--- src/rtl/sram_fifo_pkg.sv ---
// sram_fifo_pkg: shared sizing constants for the SRAM2S stream FIFO
package sram_fifo_pkg;
  localparam int AW = 13;
  localparam int DW = 16;
  localparam int LW = 14;
  localparam int DEPTH = 2 ** AW;
  localparam logic [DW-1:0] WEM_ALL = '1;
endpackage

--- src/rtl/sram2s_fifo_obuf.sv ---
// sram2s_fifo_obuf: 2-entry output buffer (clk, rst_n, clr, push/push_data, pop -> valid, head, cnt)
module sram2s_fifo_obuf #(
  parameter int DW = sram_fifo_pkg::DW
) (
  input  logic          clk,
  input  logic          rst_n,
  input  logic          clr,
  input  logic          push,
  input  logic [DW-1:0] push_data,
  input  logic          pop,
  output logic          valid,
  output logic [DW-1:0] head,
  output logic [1:0]    cnt
);
  logic [DW-1:0] mem_q [2];
  logic [DW-1:0] mem_d [2];
  logic          hd_q, hd_d;
  logic [1:0]    cnt_q, cnt_d;
  always_comb begin
    mem_d = mem_q;
    if (push) mem_d[hd_q ^ cnt_q[0]] = push_data;
    if (clr) mem_d = '{default: '0};
    hd_d = clr ? 1'b0 : hd_q ^ pop;
    cnt_d = clr ? 2'd0 : cnt_q + 2'(push) - 2'(pop);
  end
  always_ff @(posedge clk or negedge rst_n)
    if (!rst_n) begin
      mem_q <= '{default: '0};
      hd_q <= 1'b0;
      cnt_q <= 2'd0;
    end else begin
      mem_q <= mem_d;
      hd_q <= hd_d;
      cnt_q <= cnt_d;
    end
  assign valid = cnt_q != 2'd0;
  assign head = mem_q[hd_q];
  assign cnt = cnt_q;
endmodule

--- src/rtl/sram2s_stream_fifo.sv ---
// sram2s_stream_fifo: valid/ready stream FIFO over a 2-port SRAM (port 0 write, port 1 read) with 2-entry output buffer
module sram2s_stream_fifo #(
  parameter int AW = sram_fifo_pkg::AW,
  parameter int DW = sram_fifo_pkg::DW,
  parameter int LW = sram_fifo_pkg::LW
) (
  input  logic          CLK,
  input  logic          rst_n,
  input  logic          flush,
  input  logic          in_valid,
  output logic          in_ready,
  input  logic [DW-1:0] in_data,
  output logic          out_valid,
  input  logic          out_ready,
  output logic [DW-1:0] out_data,
  output logic [LW-1:0] level,
  output logic          sram_ce0,
  output logic [AW-1:0] sram_a0,
  output logic [DW-1:0] sram_d0,
  output logic          sram_we0,
  output logic [DW-1:0] sram_wem0,
  output logic          sram_ce1,
  output logic [AW-1:0] sram_a1,
  output logic          sram_we1,
  input  logic [DW-1:0] sram_q1
);
  localparam logic [AW:0] FULL = {1'b1, {AW{1'b0}}};
  logic [AW-1:0] wr_ptr_q, wr_ptr_d, rd_ptr_q, rd_ptr_d;
  logic [AW:0]   mem_cnt_q, mem_cnt_d;
  logic [LW-1:0] level_q, level_d;
  logic          rd_pend_q, rd_pend_d, in_ready_q, in_ready_d;
  logic [1:0]    obuf_cnt;
  logic          push, pop, issue;
  always_comb begin
    push = in_valid && in_ready_q && !flush;
    pop = out_valid && out_ready && !flush;
    issue = !flush && (mem_cnt_q != '0) && ({1'b0, obuf_cnt} + {2'b0, rd_pend_q} - {2'b0, pop} < 3'd2);
    wr_ptr_d = flush ? '0 : wr_ptr_q + AW'(push);
    rd_ptr_d = flush ? '0 : rd_ptr_q + AW'(issue);
    mem_cnt_d = flush ? '0 : mem_cnt_q + (AW+1)'(push) - (AW+1)'(issue);
    rd_pend_d = issue;
    in_ready_d = mem_cnt_d < FULL;
    level_d = flush ? '0 : level_q + LW'(push) - LW'(pop);
  end
  always_ff @(posedge CLK or negedge rst_n)
    if (!rst_n) begin
      wr_ptr_q <= '0;
      rd_ptr_q <= '0;
      mem_cnt_q <= '0;
      rd_pend_q <= 1'b0;
      in_ready_q <= 1'b0;
      level_q <= '0;
    end else begin
      wr_ptr_q <= wr_ptr_d;
      rd_ptr_q <= rd_ptr_d;
      mem_cnt_q <= mem_cnt_d;
      rd_pend_q <= rd_pend_d;
      in_ready_q <= in_ready_d;
      level_q <= level_d;
    end
  sram2s_fifo_obuf #(.DW(DW)) u_obuf (
    .clk      (CLK),
    .rst_n    (rst_n),
    .clr      (flush),
    .push     (rd_pend_q && !flush),
    .push_data(sram_q1),
    .pop      (pop),
    .valid    (out_valid),
    .head     (out_data),
    .cnt      (obuf_cnt)
  );
  assign in_ready = in_ready_q;
  assign level = level_q;
  assign sram_ce0 = push;
  assign sram_we0 = push;
  assign sram_a0 = wr_ptr_q;
  assign sram_d0 = in_data;
  assign sram_wem0 = '1;
  assign sram_ce1 = issue;
  assign sram_a1 = rd_ptr_q;
  assign sram_we1 = 1'b0;
endmodule

--- config.mk ---
export PLATFORM = sky130hd
export DESIGN_NAME = sram2s_stream_fifo
export DESIGN_NICKNAME = d
export VERILOG_FILES = /design/src/rtl/sram_fifo_pkg.sv /design/src/rtl/sram2s_fifo_obuf.sv /design/src/rtl/sram2s_stream_fifo.sv
export SDC_FILE = /design/constraint.sdc
export NUM_CORES = 1
export LEC_CHECK = 0
export BUFFER_PORTS_ARGS = -buffer_cell sky130_fd_sc_hd__buf_2
export CAP_MARGIN = 20
export CORE_MARGIN = 2
export CORE_UTILIZATION = 43
export CTS_BUF_LIST = sky130_fd_sc_hd__clkbuf_8 sky130_fd_sc_hd__clkbuf_16
export DETAILED_ROUTE_END_ITERATION = 10
export PLACE_DENSITY = 0.66
export SLEW_MARGIN = 5
export SYNTH_ARGS = -nofsm -noshare
export SYNTH_HDL_FRONTEND = slang
export SYNTH_SLANG_ARGS = --single-unit
export TNS_END_PERCENT = 5
--- constraint.sdc ---
create_clock -name CLK -period 5.8 [get_ports CLK]
set_input_delay 0.29 -clock CLK [delete_from_list [all_inputs] [get_ports CLK]]
set_output_delay 0.29 -clock CLK [all_outputs]
set_load 0.05 [all_outputs]
Yosys cells after proc, flatten, opt, wreduce, memory -nomap -nowiden

Index checks and enable logic that the tools add are counted.

Register bits: 91
Logic and storage cells: 55

Reduce and logical (&&, ||, !) cells: 12
Add/sub/neg operators: 10
Order comparisons: 5
Bitwise gates (word level): 4
Multiplexer cells: 14

Operators with widths:

| cell                                                | count |
|---|---|
| two-way mux 16 bit                                  | 4 |
| two-way mux 32 bit                                  | 2 |
| bitwise mux 32 bit                                  | 1 |
| adder 14 x 1 -> 14 bit                              | 2 |
| two-way mux 14 bit                                  | 2 |
| subtractor 14 x 1 -> 14 bit                         | 2 |
| adder 13 x 1 -> 13 bit                              | 2 |
| two-way mux 13 bit                                  | 2 |
| demux 16 bit (select 1 bit)                         | 1 |
| < comparator 14 bit (second input constant)         | 1 |
| nonzero test 14 bit                                 | 1 |
| logical AND 1 bit                                   | 8 |
| >= comparator 2 bit (second input constant)         | 2 |
| NOT 1 -> 2 bit                                      | 2 |
| nonzero test 2 bit                                  | 2 |
| adder 2 x 1 -> 3 bit                                | 1 |
| < comparator 3 x 2 -> 1 bit (second input constant) | 1 |
| subtractor 3 x 1 -> 3 bit                           | 1 |
| adder 2 x 1 -> 2 bit                                | 1 |
| < comparator 2 x 1 -> 1 bit (second input constant) | 1 |
| two-way mux 2 bit                                   | 1 |
| subtractor 2 x 1 -> 2 bit                           | 1 |
| bitwise XOR 1 bit                                   | 2 |
| logical NOT 1 bit                                   | 1 |
| two-way mux 1 bit                                   | 1 |

Logic depth before layout (Yosys ltp)

Depth in word-level cells: 9
Depth in mapped cells: 19
Mapped depth without buffers: 19

Hierarchy

From an unflattened synthesis, not the netlist that was laid out.

Cell total of the unflattened synthesis: 605
Area total of the unflattened synthesis: 5906.9 µm²

Modules (own cells, without submodules):

| module             | seq. area each (µm²) | cells each | area an instance (µm²) | instances |
|---|---|---|---|---|
| sram2s_stream_fifo | 1401.3               | 446        | 4022.6                 | 1 |
| sram2s_fifo_obuf   | 875.8                | 159        | 1884.3                 | 1 |

Worst setup path before layout

Ideal clock, no wire load.

Path kind: reg2reg
Start: reg u_obuf.cnt_q[0] (netlist: u_obuf.cnt[0])
End: reg mem_cnt_q[12]
Slack: 1374 ps
Stages on the path, launching flop included: 20
Clock period less this slack: 4426 ps
Required time: 5672 ps
Data arrival time: 4298 ps
Path buffers: 0
Cell sequence: dfrtp_1 > or2_2 > nand2_1 > nor2_1 > nor2b_1 > o21ai_0 > fa_1 > xor2_1 > or4b_1 > inv_2 > nand2b_1 > nand2_1 > ha_1 > inv_1 > fa_1 > nor2b_1 > o311ai_2 > nor3_1 > o32ai_1 > mux2_1

Word-level cells in the longest chain between the ends: 8
Elaborated cells between the ends (all ways): 9
Classes of those cells: add/sub (3); order compare (1); mux (1); reduce/logical (4)

Ends and longest elaborated chain:

| what                           | line                     | source |
|---|---|---|
| from (decl)                    | sram2s_fifo_obuf.sv:18   | `logic [1:0] cnt_q, cnt_d;` |
| from (signal assigned)         | sram2s_fifo_obuf.sv:34   | `cnt_q <= cnt_d;` |
| nonzero test 2 bit             | sram2s_fifo_obuf.sv:36   | `assign valid = cnt_q != 2'd0;` |
| via out_valid                  | sram2s_stream_fifo.sv:13 | `output logic out_valid,` |
| logical AND 1 bit (2 in a row) | sram2s_stream_fifo.sv:36 | `pop = out_valid && out_ready && !flush;` |
| subtractor 3 x 1 -> 3 bit      | sram2s_stream_fifo.sv:37 | `issue = !flush && (mem_cnt_q != '0) && ({1'b0, obuf_cnt} + {2'b0, rd_pend_q} - {2'b0, pop} < 3'd2);` |
| < comparator 3 x 2 -> 1 bit    | sram2s_stream_fifo.sv:37 |  |
| logical AND 1 bit              | sram2s_stream_fifo.sv:37 |  |
| via sram_ce1                   | sram2s_stream_fifo.sv:22 | `output logic sram_ce1,` |
| subtractor 14 x 1 -> 14 bit    | sram2s_stream_fifo.sv:40 | `mem_cnt_d = flush ? '0 : mem_cnt_q + (AW+1)'(push) - (AW+1)'(issue);` |
| two-way mux 14 bit             | sram2s_stream_fifo.sv:40 |  |
| via mem_cnt_d[12]              | sram2s_stream_fifo.sv:29 | `logic [AW:0] mem_cnt_q, mem_cnt_d;` |
| to (signal assigned)           | sram2s_stream_fifo.sv:56 | `mem_cnt_q <= mem_cnt_d;` |
| to (decl)                      | sram2s_stream_fifo.sv:29 |  |

The timed path passes the listed nets, and every way through them passes these cells.
A chain may end at the register's enable or synchronous reset.

Final worst setup path

Start: reg u_obuf.cnt_q[0] (netlist: u_obuf.cnt[0])
End: reg mem_cnt_q[8]

Word-level cells in the longest chain between the ends: 8
Elaborated cells between the ends (all ways): 9
Classes of those cells: add/sub (3); order compare (1); mux (1); reduce/logical (4)

Ends and longest elaborated chain:

| what                                                                         | line |
|---|---|
| parallel branches: the longest is 3 deep, another holds adder 2 x 1 -> 3 bit | -- |
| subtractor 3 x 1 -> 3 bit (*)                                                | sram2s_stream_fifo.sv:37 |
| < comparator 3 x 2 -> 1 bit (*)                                              | sram2s_stream_fifo.sv:37 |
| logical AND 1 bit (*)                                                        | sram2s_stream_fifo.sv:37 |
| subtractor 14 x 1 -> 14 bit (*)                                              | sram2s_stream_fifo.sv:40 |
| two-way mux 14 bit (*)                                                       | sram2s_stream_fifo.sv:40 |
| via mem_cnt_d[8]                                                             | sram2s_stream_fifo.sv:29 |

Mark *: on every way through the listed nets, which the timed path passes.

==> results.py <==
metrics = {
    "critical_path": {
        "path_delay_family": "simple AND/OR/NAND/NOR gates",
        "worstPathMaxFanout": 6,
        "crit_required_ps": 6060,
        "worst_path_largest_cell_delay_ps": 530,
        "arrival_ps": 4800,
        "crit_type": "reg2reg",
        "cpMaxStageDelayCell": "or4b_1",
        "critPathLaunchType": "flip-flop",
        "critical_path_buf_inv_count": 2,
        "worst_setup_path_end_kind": "flip-flop",
        "crit_chain": "or2_2 > nand2_1 > nor2_1 > nor2b_1 > o21ai_0 > fa_1 > xor2_1 > or4b_1 > inv_2 > nand2b_1 > nand2_1 > ha_1 > inv_1 > fa_1 > nor2b_1 > o311ai_2 > a2111oi_0 > nor4_1 > nor3_1",
    },
    "flow_run": {
        "cap_violations": 0,
    },
    "clocking": {
        "clkLatencyLatePin_ps": 350,
        "cts_resized": 0,
        "numCtsBuffers": 9,
        "path_clk_slew_ps": 70,
        "numClockSinks": 91,
        "cts_tree": "yes",
        "h-tree-depth": 3,
        "ctsRootBufferMaster": "clkbuf_16",
        "clk_path_buf_depth": 2,
    },
    "route": {
        "post_drt_wl_per_cell_um": 14.8,
        "drc_errors": 0,
        "vias": 4071,
        "drt_first_pass_iters": 4,
        "ant_nets": 0,
        "drtIter0Drc": 181,
        "wl_um": 11600,
        "vias_per_cell": 5.19,
    },
    "sta": {
        "skew_ps": 10.8,
        "setup_viol": 0,
        "rsz0062_at_grt": "no",
        "hold_viol_final": 0,
        "period_share_pct": 78.3,
        "min_period_ps": 4540,
        "tns_ps": 0,
        "fmax_mhz": 220,
        "worst_slew_pin_slew_ps": 933,
        "maxSlewViolCount": 0,
        "slew_headroom_pct": 37.8,
    },
    "floorplan": {
        "die_h_um": 117,
        "die_area_um2": 13600,
        "ios": 131,
        "core.rowCount": 41,
        "die_x_um": 117,
        "core_area_um2": 12500,
        "initial_core_util_pct": 43.7,
    },
    "logic_synthesis": {
        "synth-async-reset-ratio_pct": 100,
        "yosysTopAreaCell": "dfrtp_1",
        "yosys.area.top_type_share_pct": 41.6,
        "synth-seq-cells": 91,
        "yosys-top-cells-area": "dfrtp_1 42%, ha_1 8.7%, a22o_1 5.1%",
        "avgSynthCellArea_um2": 10.0,
        "synth_seq_area_share_pct": 41.6,
        "synth_edf_count": 0,
        "yosysMostFrequentCell": "dfrtp_1",
        "syn_area_um2": 5470,
        "synth.top_cells.by_count": "91 x dfrtp_1, 60 x nor2_1, 38 x ha_1, 35 x inv_1, 34 x buf_4",
        "yosysWarnings": 0,
        "syn_inst": 547,
        "synth-main-ff-cell": "dfrtp_1",
        "yosysUniqueCellTypes": 61,
    },
    "place": {
        "dp_hpwl_um": 8160,
        "dp_cells": 770,
        "io_buffers": 81,
        "gp_congestion": 0.820,
    },
    "power": {
        "ir_worst_vdd_v": 0.000212,
        "leakage_nw": 3.16,
        "power_density_nw_per_um2": 586,
        "power.total_mw": 3.63,
    },
    "final_layout": {
        "diodes": 0,
        "fillers": 1199,
        "fin_nets": 688,
        "multi_input_area_um2": 2790,
        "area_growth_pct": 13.0,
        "layout.cells.non_filler": 785,
        "drive_gt1_share_pct": 20.9,
        "seq_area_um2": 2280,
    },
    "worst_hold_path": {
        "min_path_type": "in2reg",
    },
    "grt": {
        "grt_pass1_vias": 3987,
        "grt_max_degree": 75,
        "grt_util_all_layers_pct": 17.8,
        "grt_pass1_wl_um": 19100,
        "antenna_found_initial": 0,
        "overflow": 0,
    },
    "status": {
        "status": "completed",
    },
}
-- registers in the layout (all words and copies together) (netlist names) --
signal,count
rd_pend_q,1
u_obuf.cnt,2
u_obuf.hd_q,1
u_obuf.mem_q,32
sram_a0,13
in_ready,1
mem_cnt_q,14
level,14
sram_a1,13
-- worst register-to-register path: cells and delay by family, from the launching register on --
kind                       cells  cell delay, ps
adders and majority gates      3             990
AOI/OAI and AO/OA              3             790
xor gates and xnor gates       1             140
buffers and inverters          2             170
and+or+nand+nor               10            1900
DFF                            1             450
-- kinds of logic after synthesis --
family / count (synthesis) / synth area share [%]
adders and majority gates: 41 / 9.79
and+or+nand+nor: 167 / 15.2
xor gates and xnor gates: 38 / 6.08
other: 2 / 0.137
buffers and inverters: 87 / 8.39
muxes: 23 / 4.76
AOI/OAI and AO/OA: 98 / 14.0
DFF: 91 / 41.6
-- area by class of cell --
type / instances / share of cell area (%)
repair buffers: 88 / 7.54
clock buffers: 11 / 4.09
well taps: 172 / 3.48
multi-input cells: 384 / 45.1
flip-flops and latches: 91 / 36.8
inverters: 36 / 2.18
clock inverters: 3 / 0.748
-- metal layers --
| layer | up-vias | share of wire [%] | routed length (µm) | GRT usage (%) |
|---|---|---|---|---|
| met2 | 81 | 50 | 5780 | 28.8 |
| li1 | 1976 | - | - | - |
| met1 | 1999 | 45 | 5180 | 23.5 |
| met3 | 15 | 3.8 | 438 | 3.30 |
| met5 | - | 0 | 0 | 0 |
| met4 | 0 | 1.8 | 214 | 7.61 |
-- timing repair --
| action | in CTS | in global routing |
|---|---|---|
| hold buffers | 1 | 0 |
| hold endpoints to repair | 17 | 0 |
| setup buffers | 0 | 0 |
-- per-stage QoR --
step | util [%] | instance area (µm²) | worst slack, ps | hold WS (ps)
floorplan | - | 5530 | 1370 | -5.59
global placement | 46.9 | 5870 | 1590 | 177
detailed placement | 47.0 | 5880 | 1340 | 185
CTS | 49.4 | 6190 | 1310 | 164
global route | 49.4 | 6190 | 1010 | 164
finish | 49.4 | 6190 | 1260 | 172
-- final timing paths --
kind | startpoint | end | slack (ps) | cells past startpoint
min reg2reg | u_obuf.mem_q[25] | u_obuf.mem_q[25] | 500 | 1
max | u_obuf.cnt[0] | mem_cnt_q[8] | 1260 | 19
max reg2reg | u_obuf.cnt[0] | mem_cnt_q[8] | 1260 | 19
max in group asynchronous | rst_n | sram_a0[3] | 4250 | 3
min | sram_q1[12] | u_obuf.mem_q[12] | 170 | 2
min in group asynchronous | rst_n | level[8] | 340 | 2
-- cells in the final DEF, fill, tap and decap left out, types with 3 or more instances in the layout --
| cell | count |
|---|---|
| buf_4 | 6 |
| nand2b_1 | 6 |
| a21o_1 | 8 |
| mux2_2 | 16 |
| clkbuf_16 | 9 |
| nand2_1 | 23 |
| nor4_1 | 3 |
| xnor2_1 | 11 |
| dfrtp_1 | 91 |
| nor2_1 | 60 |
| mux2_1 | 4 |
| nand4_1 | 4 |
| a21oi_1 | 18 |
| conb_1 | 17 |
| o21ai_0 | 9 |
| nor3_1 | 9 |
| ha_1 | 38 |
| nor2b_1 | 18 |
| inv_1 | 35 |
| a211oi_1 | 5 |
| a22o_1 | 32 |
| and3_1 | 9 |
| fa_1 | 3 |
| nand3_1 | 18 |
| xor2_1 | 27 |
| buf_2 | 80 |
| o211ai_1 | 4 |
-- power breakdown --
group	internal [mW]	total, mW	switching (mW)	leakage, nW
clock network	0.354	0.604	0.249	0.144
registers	0.797	0.924	0.128	1.22
logic	0.797	2.10	1.30	1.79
total	1.95	3.63	1.68	3.16
(Power assumes the default switching activity.)
